`src/rtl/alu_shift_pkg.sv`:
```
// Shared constants for the iterative ALU shift slices.
package alu_shift_pkg;

   localparam int WIDTH_DEF = 32;

   typedef enum logic [1:0] {
      IDLE  = 2'd0,
      SHIFT = 2'd1,
      DONE  = 2'd2
   } state_t;

   localparam logic LOGICAL = 1'b0;
   localparam logic ARITH   = 1'b1;

endpackage

```
`src/rtl/shift_right_1bit.sv`:
```
// Combinational single-position right step with a selectable MSB fill bit.
module shift_right_1bit #(
   parameter int WIDTH = 32
) (
   input  logic [WIDTH-1:0] r_in,
   input  logic             fill,
   output logic [WIDTH-1:0] r_out
);

   assign r_out = {fill, r_in[WIDTH-1:1]};

endmodule

```
`src/rtl/shift_right_seq.sv`:
```
// Iterative right shifter: one bit position per clock, logical or arithmetic fill,
// start/done handshake. Shift amounts >= WIDTH saturate to WIDTH steps.
module shift_right_seq
   import alu_shift_pkg::*;
#(
   parameter int WIDTH = WIDTH_DEF,
   parameter int CNT_W = 6
) (
   input  logic             clk,
   input  logic             rst,
   input  logic             start,
   input  logic [WIDTH-1:0] X,
   input  logic [WIDTH-1:0] Y,
   input  logic             arith,
   output logic [WIDTH-1:0] Z,
   output logic             busy,
   output logic             done
);

   localparam logic [WIDTH-1:0] WIDTH_V = WIDTH'(WIDTH);
   localparam logic [CNT_W-1:0] CNT_ONE = CNT_W'(1);
   localparam logic [CNT_W-1:0] CNT_MAX = CNT_W'(WIDTH);

   state_t           state_q, state_d;
   logic [WIDTH-1:0] r_q, r_d;
   logic [WIDTH-1:0] z_q, z_d;
   logic [CNT_W-1:0] cnt_q, cnt_d;
   logic             fill_mode_q, fill_mode_d;

   logic [WIDTH-1:0] r_shr;
   logic             fill_bit;
   logic [CNT_W-1:0] cnt_load;

   // Full-width compare so high bits of Y always saturate; only the clamped count is kept.
   assign cnt_load = (Y >= WIDTH_V) ? CNT_MAX : Y[CNT_W-1:0];
   assign fill_bit = (fill_mode_q == ARITH) ? r_q[WIDTH-1] : 1'b0;

   shift_right_1bit #(.WIDTH(WIDTH)) u_step (
      .r_in  (r_q),
      .fill  (fill_bit),
      .r_out (r_shr)
   );

   always_ff @(posedge clk or posedge rst) begin
      if (rst) begin
         state_q     <= IDLE;
         r_q         <= '0;
         z_q         <= '0;
         cnt_q       <= '0;
         fill_mode_q <= LOGICAL;
      end else begin
         state_q     <= state_d;
         r_q         <= r_d;
         z_q         <= z_d;
         cnt_q       <= cnt_d;
         fill_mode_q <= fill_mode_d;
      end
   end

   always_comb begin
      state_d = state_q;
      case (state_q)
         IDLE:    if (start) state_d = (cnt_load != '0) ? SHIFT : DONE;
         SHIFT:   if (cnt_q == CNT_ONE) state_d = DONE;
         DONE:    state_d = IDLE;
         default: state_d = IDLE;
      endcase
   end

   // Z is captured on the edge entering DONE, so the result is valid during done.
   always_comb begin
      r_d         = r_q;
      z_d         = z_q;
      cnt_d       = cnt_q;
      fill_mode_d = fill_mode_q;
      case (state_q)
         IDLE: begin
            if (start) begin
               r_d         = X;
               cnt_d       = cnt_load;
               fill_mode_d = arith;
               if (cnt_load == '0) z_d = X;
            end
         end
         SHIFT: begin
            r_d   = r_shr;
            cnt_d = cnt_q - CNT_ONE;
            if (cnt_q == CNT_ONE) z_d = r_shr;
         end
         default: ;
      endcase
   end

   always_comb begin
      busy = (state_q != IDLE);
      done = (state_q == DONE);
   end

   assign Z = z_q;

endmodule

```
`config.mk`:
```
export PLATFORM = sky130hd
export DESIGN_NAME = shift_right_seq
export DESIGN_NICKNAME = d
export VERILOG_FILES = /design/src/rtl/alu_shift_pkg.sv /design/src/rtl/shift_right_1bit.sv /design/src/rtl/shift_right_seq.sv
export SDC_FILE = /design/constraint.sdc
export NUM_CORES = 1
export LEC_CHECK = 0
export ABC_AREA = 1
export CORE_UTILIZATION = 55
export CTS_CLUSTER_DIAMETER = 100
export CTS_CLUSTER_SIZE = 10
export DETAILED_ROUTE_END_ITERATION = 8
export DONT_BUFFER_PORTS = 1
export GPL_ROUTABILITY_DRIVEN = 0
export PLACE_DENSITY = 0.7
export SLEW_MARGIN = 15
export SYNTH_ARGS = -nofsm -noshare
export SYNTH_HDL_FRONTEND = slang
export SYNTH_HIERARCHICAL = 1
export SYNTH_SLANG_ARGS = --single-unit
```
`constraint.sdc`:
```
create_clock -name clk -period 2.6 [get_ports clk]
set_input_delay 0.52 -clock clk [delete_from_list [all_inputs] [get_ports clk]]
set_output_delay 0.52 -clock clk [all_outputs]
set_load 0.01 [all_outputs]
```
---- Yosys cells after proc, flatten, opt, wreduce, memory -nomap -nowiden ----
Cells that the tools add are included.
Widths: inputs -> output; s select.
word-level totals
  output and inout port bits .............. 34
  input port bits ......................... 68
  register bits ........................... 73
  logic and storage cells ................. 36
operators by class
  mux-type cells .......................... 14
  $add $sub $neg .......................... 1
  reduce and logical (&&, ||, !) cells .... 9
  equal/unequal tests ..................... 6
  $lt $le $gt $ge ......................... 1
operators with widths
  cell                 count
  $mux 32              4
  $pmux 32 s2          2
  $ge 32x6->1 const B  1
  $mux 6               2
  $pmux 6 s2           1
  $eq 6x1->1 const B   1
  $logic_not 6->1      1
  $mux 2               3
  $ne 2x2->1 const B   3
  $reduce_and 2->1     3
  $reduce_bool 6->1    1
  $sub 6x1->6 const B  1
  $pmux 2 s2           1
  $reduce_and 4->1     1
  $reduce_bool 2->1    2
  $eq 2x1->1 const B   1
  $eq 2x2->1 const B   1
  $logic_not 2->1      1
  $mux 1               1

---- Depth between registers and ports, before layout ----
  depth in word-level cells ............... 6
  mapped depth ............................ 11

---- By module ----
The synthesis kept the hierarchy.
by module, submodules not included
  module            times used  area an instance (um^2)  seq. area each (um^2)  cells each
  shift_right_seq   1           3657.3                   1826.8                 499
  shift_right_1bit  1           240.2                    0.0                    32

---- Least setup slack after synthesis ----
OpenSTA, ideal clock, no wires.
  path kind ............................... input to register
  start ................................... in Y[16]
  end ..................................... reg z_q[10], in the netlist Z[10]
  setup time .............................. 0.117 ns
  cell stages on the path ................. 10
  data arrival time ....................... 1.419 ns
  data required time ...................... 2.483 ns
  slack ................................... 1.064 ns
  buffers on the path ..................... 1
  cells stage by stage .................... nor2_1 > and2_1 > nand2_1 > nor2_1 > nand3_1 > nand2_2 > nand2_4 > buf_6 > nand2_1 > nand2_1
between the ends
  cells in the longest elaborated chain, start to end .. 5
RTL lines
  what                               line                   source
  start: declaration                 shift_right_seq.sv:13  input logic [WIDTH-1:0] Y,
  $ge 32x6->1                        shift_right_seq.sv:35  assign cnt_load = (Y >= WIDTH_V) ? CNT_MAX : Y[CNT_W-1:0];
  $mux 6                             shift_right_seq.sv:35
  $logic_not 6->1                    shift_right_seq.sv:82  if (cnt_load == '0) z_d = X;
  $ne 2x2->1 (no source line)        --
  $reduce_and 4->1 (no source line)  --
  end signal: assignment             shift_right_seq.sv:54  z_q <= z_d;
  end: declaration                   shift_right_seq.sv:26  logic [WIDTH-1:0] z_q, z_d;
No other way between the ends.
A chain may end at the register's enable or synchronous reset.

---- Final worst setup path ----
  start ................................... reg state_q[1]
  end ..................................... reg cnt_q[5]
between the ends
  cells in the longest elaborated chain, start to end .. 3
RTL lines
  what                                                                     line                   source
  start: declaration                                                       shift_right_seq.sv:24  state_t state_q, state_d;
  start signal: assignment                                                 shift_right_seq.sv:52  state_q <= state_d;
  $eq 2x1->1 / $logic_not 2->1 (equally long branches)                     shift_right_seq.sv:76  case (state_q)
  $reduce_bool 2->1 (no source line) / $ne 2x2->1 (equally long branches)  --
  $reduce_and 2->1 (no source line)                                        --
  end signal: assignment                                                   shift_right_seq.sv:55  cnt_q <= cnt_d;
  end: declaration                                                         shift_right_seq.sv:27  logic [CNT_W-1:0] cnt_q, cnt_d;
Parallel ways exist; a longest one is shown, timed or not.

==> run_results.csv <==
group,metric,value,unit
run_status,status,"complete, no violations",
setup_path,path_buf_inv,2,
clocking,cts_resized,0,
die,core-area,0.00679,mm^2
routing,routedWlPerCell,13.4,um
timing,tns,0,ns
power_and_ir_drop,p_clk_frac,0.180,
clocking,clockBufferDepth,2,
routing,drc,0,
setup_path,worstPathRequired,2.79,ns
setup_path,cp-start-kind,"register",
die,initial_core_util,0.568,
logic_synthesis,syn_nets,597,
setup_path,crit_fanout,36,
power_and_ir_drop,peakVddDrop,0.543,mV
clocking,htree_levels,3,
placement,place_hpwl,5260,um
clocking,cts.sinks,72,
clocking,holdBufCountCts,0,
clocking,clk_latency,0.34,ns
timing,skew,0.0103,ns
setup_path,crit_path_end_kind,"register",
die,die_y,85.8,um
die,num_io_pins,102,
power_and_ir_drop,seq_power_share,0.393,
final_layout,fin_nets,560,
timing,setup_viol,0,
logic_synthesis,syn_area,0.00386,mm^2
power_and_ir_drop,switching_power,2420,uW
global_routing,grt_util_all_layers,0.236,
setup_path,worstSetupPathDepth,5,
setup_path,r2r_slack,0.72,ns
global_routing,grt_pass1_wl,13500,um
routing,wirelength,7930,um
final_layout,final_util,0.568,
routing,drt_pass1_iterations,4,
setup_path,crit_slowest_cell,"inv_2",
placement,io_buffers,0,
setup_path,cp_data_arrival_time,2.08,ns
global_routing,grt_max_degree,40,
setup_path,crit_type,"register to register",
routing,antenna_left,0,
global_routing,grt_pass1_vias,2873,
power_and_ir_drop,p_leak,0.00220,uW
routing,via_per_inst,5.11,
routing,vias,3020,
clocking,cts_tree,"yes",
final_layout,area_delta_synth_final,-0.130,%
timing,finalCritPeriodShare,0.725,
clocking,postCtsSetupBuffers,0,
timing,layout_min_cycle_time,1.88,ns
final_layout,diodes,0,
global_routing,antenna_found_initial,0,
min_path,hold_class,"input pin to async pin",
routing,drt_iter0_markers,193,
clocking,numCtsBuffers,9,
timing,slew_viol_final,0,
power_and_ir_drop,p_sw_frac,0.461,
setup_path,crit_family,"buffers and inverters",
setup_path,path_cells,"nor2_8 > buf_4 > nor2_4 > inv_2 > o21ai_0",
clocking,root_buffer,"clkbuf_8",
timing,relSlewSlack,0.590,
timing,worst_slew_pin_slew,0.614,ns
power_and_ir_drop,p_int,2830,uW
die,fp.dieW,85.8,um
final_layout,drive_above_1_share,0.0747,
die,die_area,0.00736,mm^2
flow_run,cap_violations,0,
die,num_rows,30,
timing,max_clock_freq,531,MHz
logic_synthesis,synth.avg_cell_area,7.33,um^2
timing,hold_viol,0,
logic_synthesis,netlist_instances,527,
clocking,cts.clk_slew.worst_paths,0.08,ns
setup_path,rr_worst_depth,5,
power_and_ir_drop,power.density,1360,mW/mm^2
setup_path,critPathMaxStageDelay,0.46,ns
timing,rsz0062_at_grt,"false",
global_routing,grt_overflow,0,
logic_synthesis,yosys_warnings,6,
power_and_ir_drop,p_comb_frac,0.427,
flip-flops by register name (all words and copies together), names as in the netlist:
register     count
state_q          2
fill_mode_q      1
cnt_q            6
Z               32
r_q             31
routing by layer:
metal,global-route usage,share of wire
met5,0,0
met4,0.0924,0.0079
met3,0.0587,0.061
met2,0.382,0.50
met1,0.308,0.43
final timing paths:
kind	start	to
worst max-delay path	state_q[1]$_DFFE_PP0P_	cnt_q[5]$_DFFE_PP0P_
worst min-delay path	rst	r_q[21]$_DFFE_PP0P_
worst min register to register	cnt_q[4]$_DFFE_PP0P_	cnt_q[4]$_DFFE_PP0P_
worst max register to register	state_q[1]$_DFFE_PP0P_	cnt_q[5]$_DFFE_PP0P_
max in group asynchronous	rst	r_q[16]$_DFFE_PP0P_
min in group clk	arith	fill_mode_q$_DFFE_PP0P_
layout by cell type (no fill, tap or decap), drive strengths merged, types with 3 or more instances in the layout:
| cell type | n |
|---|---|
| buf | 7 |
| clkbuf | 11 |
| dfrtp | 72 |
| inv | 35 |
| nand2 | 286 |
| nand3 | 39 |
| nand4 | 3 |
| nor2 | 16 |
| o21ai | 9 |
cell type report:
| class | instances | area, um^2 |
|---|---|---|
| Timing Repair Buffer | 7 | 52.6 |
| Clock buffer | 11 | 151 |
| Inverter | 34 | 129 |
| Clock inverter | 5 | 62.6 |
| Tap cell | 96 | 120 |
| Sequential cell | 72 | 1800 |
| Multi-Input combinational cell | 366 | 1540 |
| Fill cell | 658 | 2940 |
power by group through the flow:
stage	Sequential (uW)	Clock, uW	Combinational [uW]
final	2060	942	2240
after detailed placement	2090	0	2260
after global routing	2130	1000	2590
after floorplan	2000	0	2220
after CTS	2070	960	2270
after global placement	2080	0	2190
through the flow:
step                      worst slack, ns  hold slack [ns]  area, um^2  std cells  total power, uW
final                               0.716           0.0400        3860        591             5250
after global routing                0.574           0.0683        3860        591             5720
after CTS                           0.686           0.0465        3860        591             5300
after detailed placement            0.667            0.431        3640        575             4340
after global placement              0.742            0.433        3640        575             4270
after floorplan                     0.255            0.449        3860        527             4210
Power figures use the tool's default switching activity.
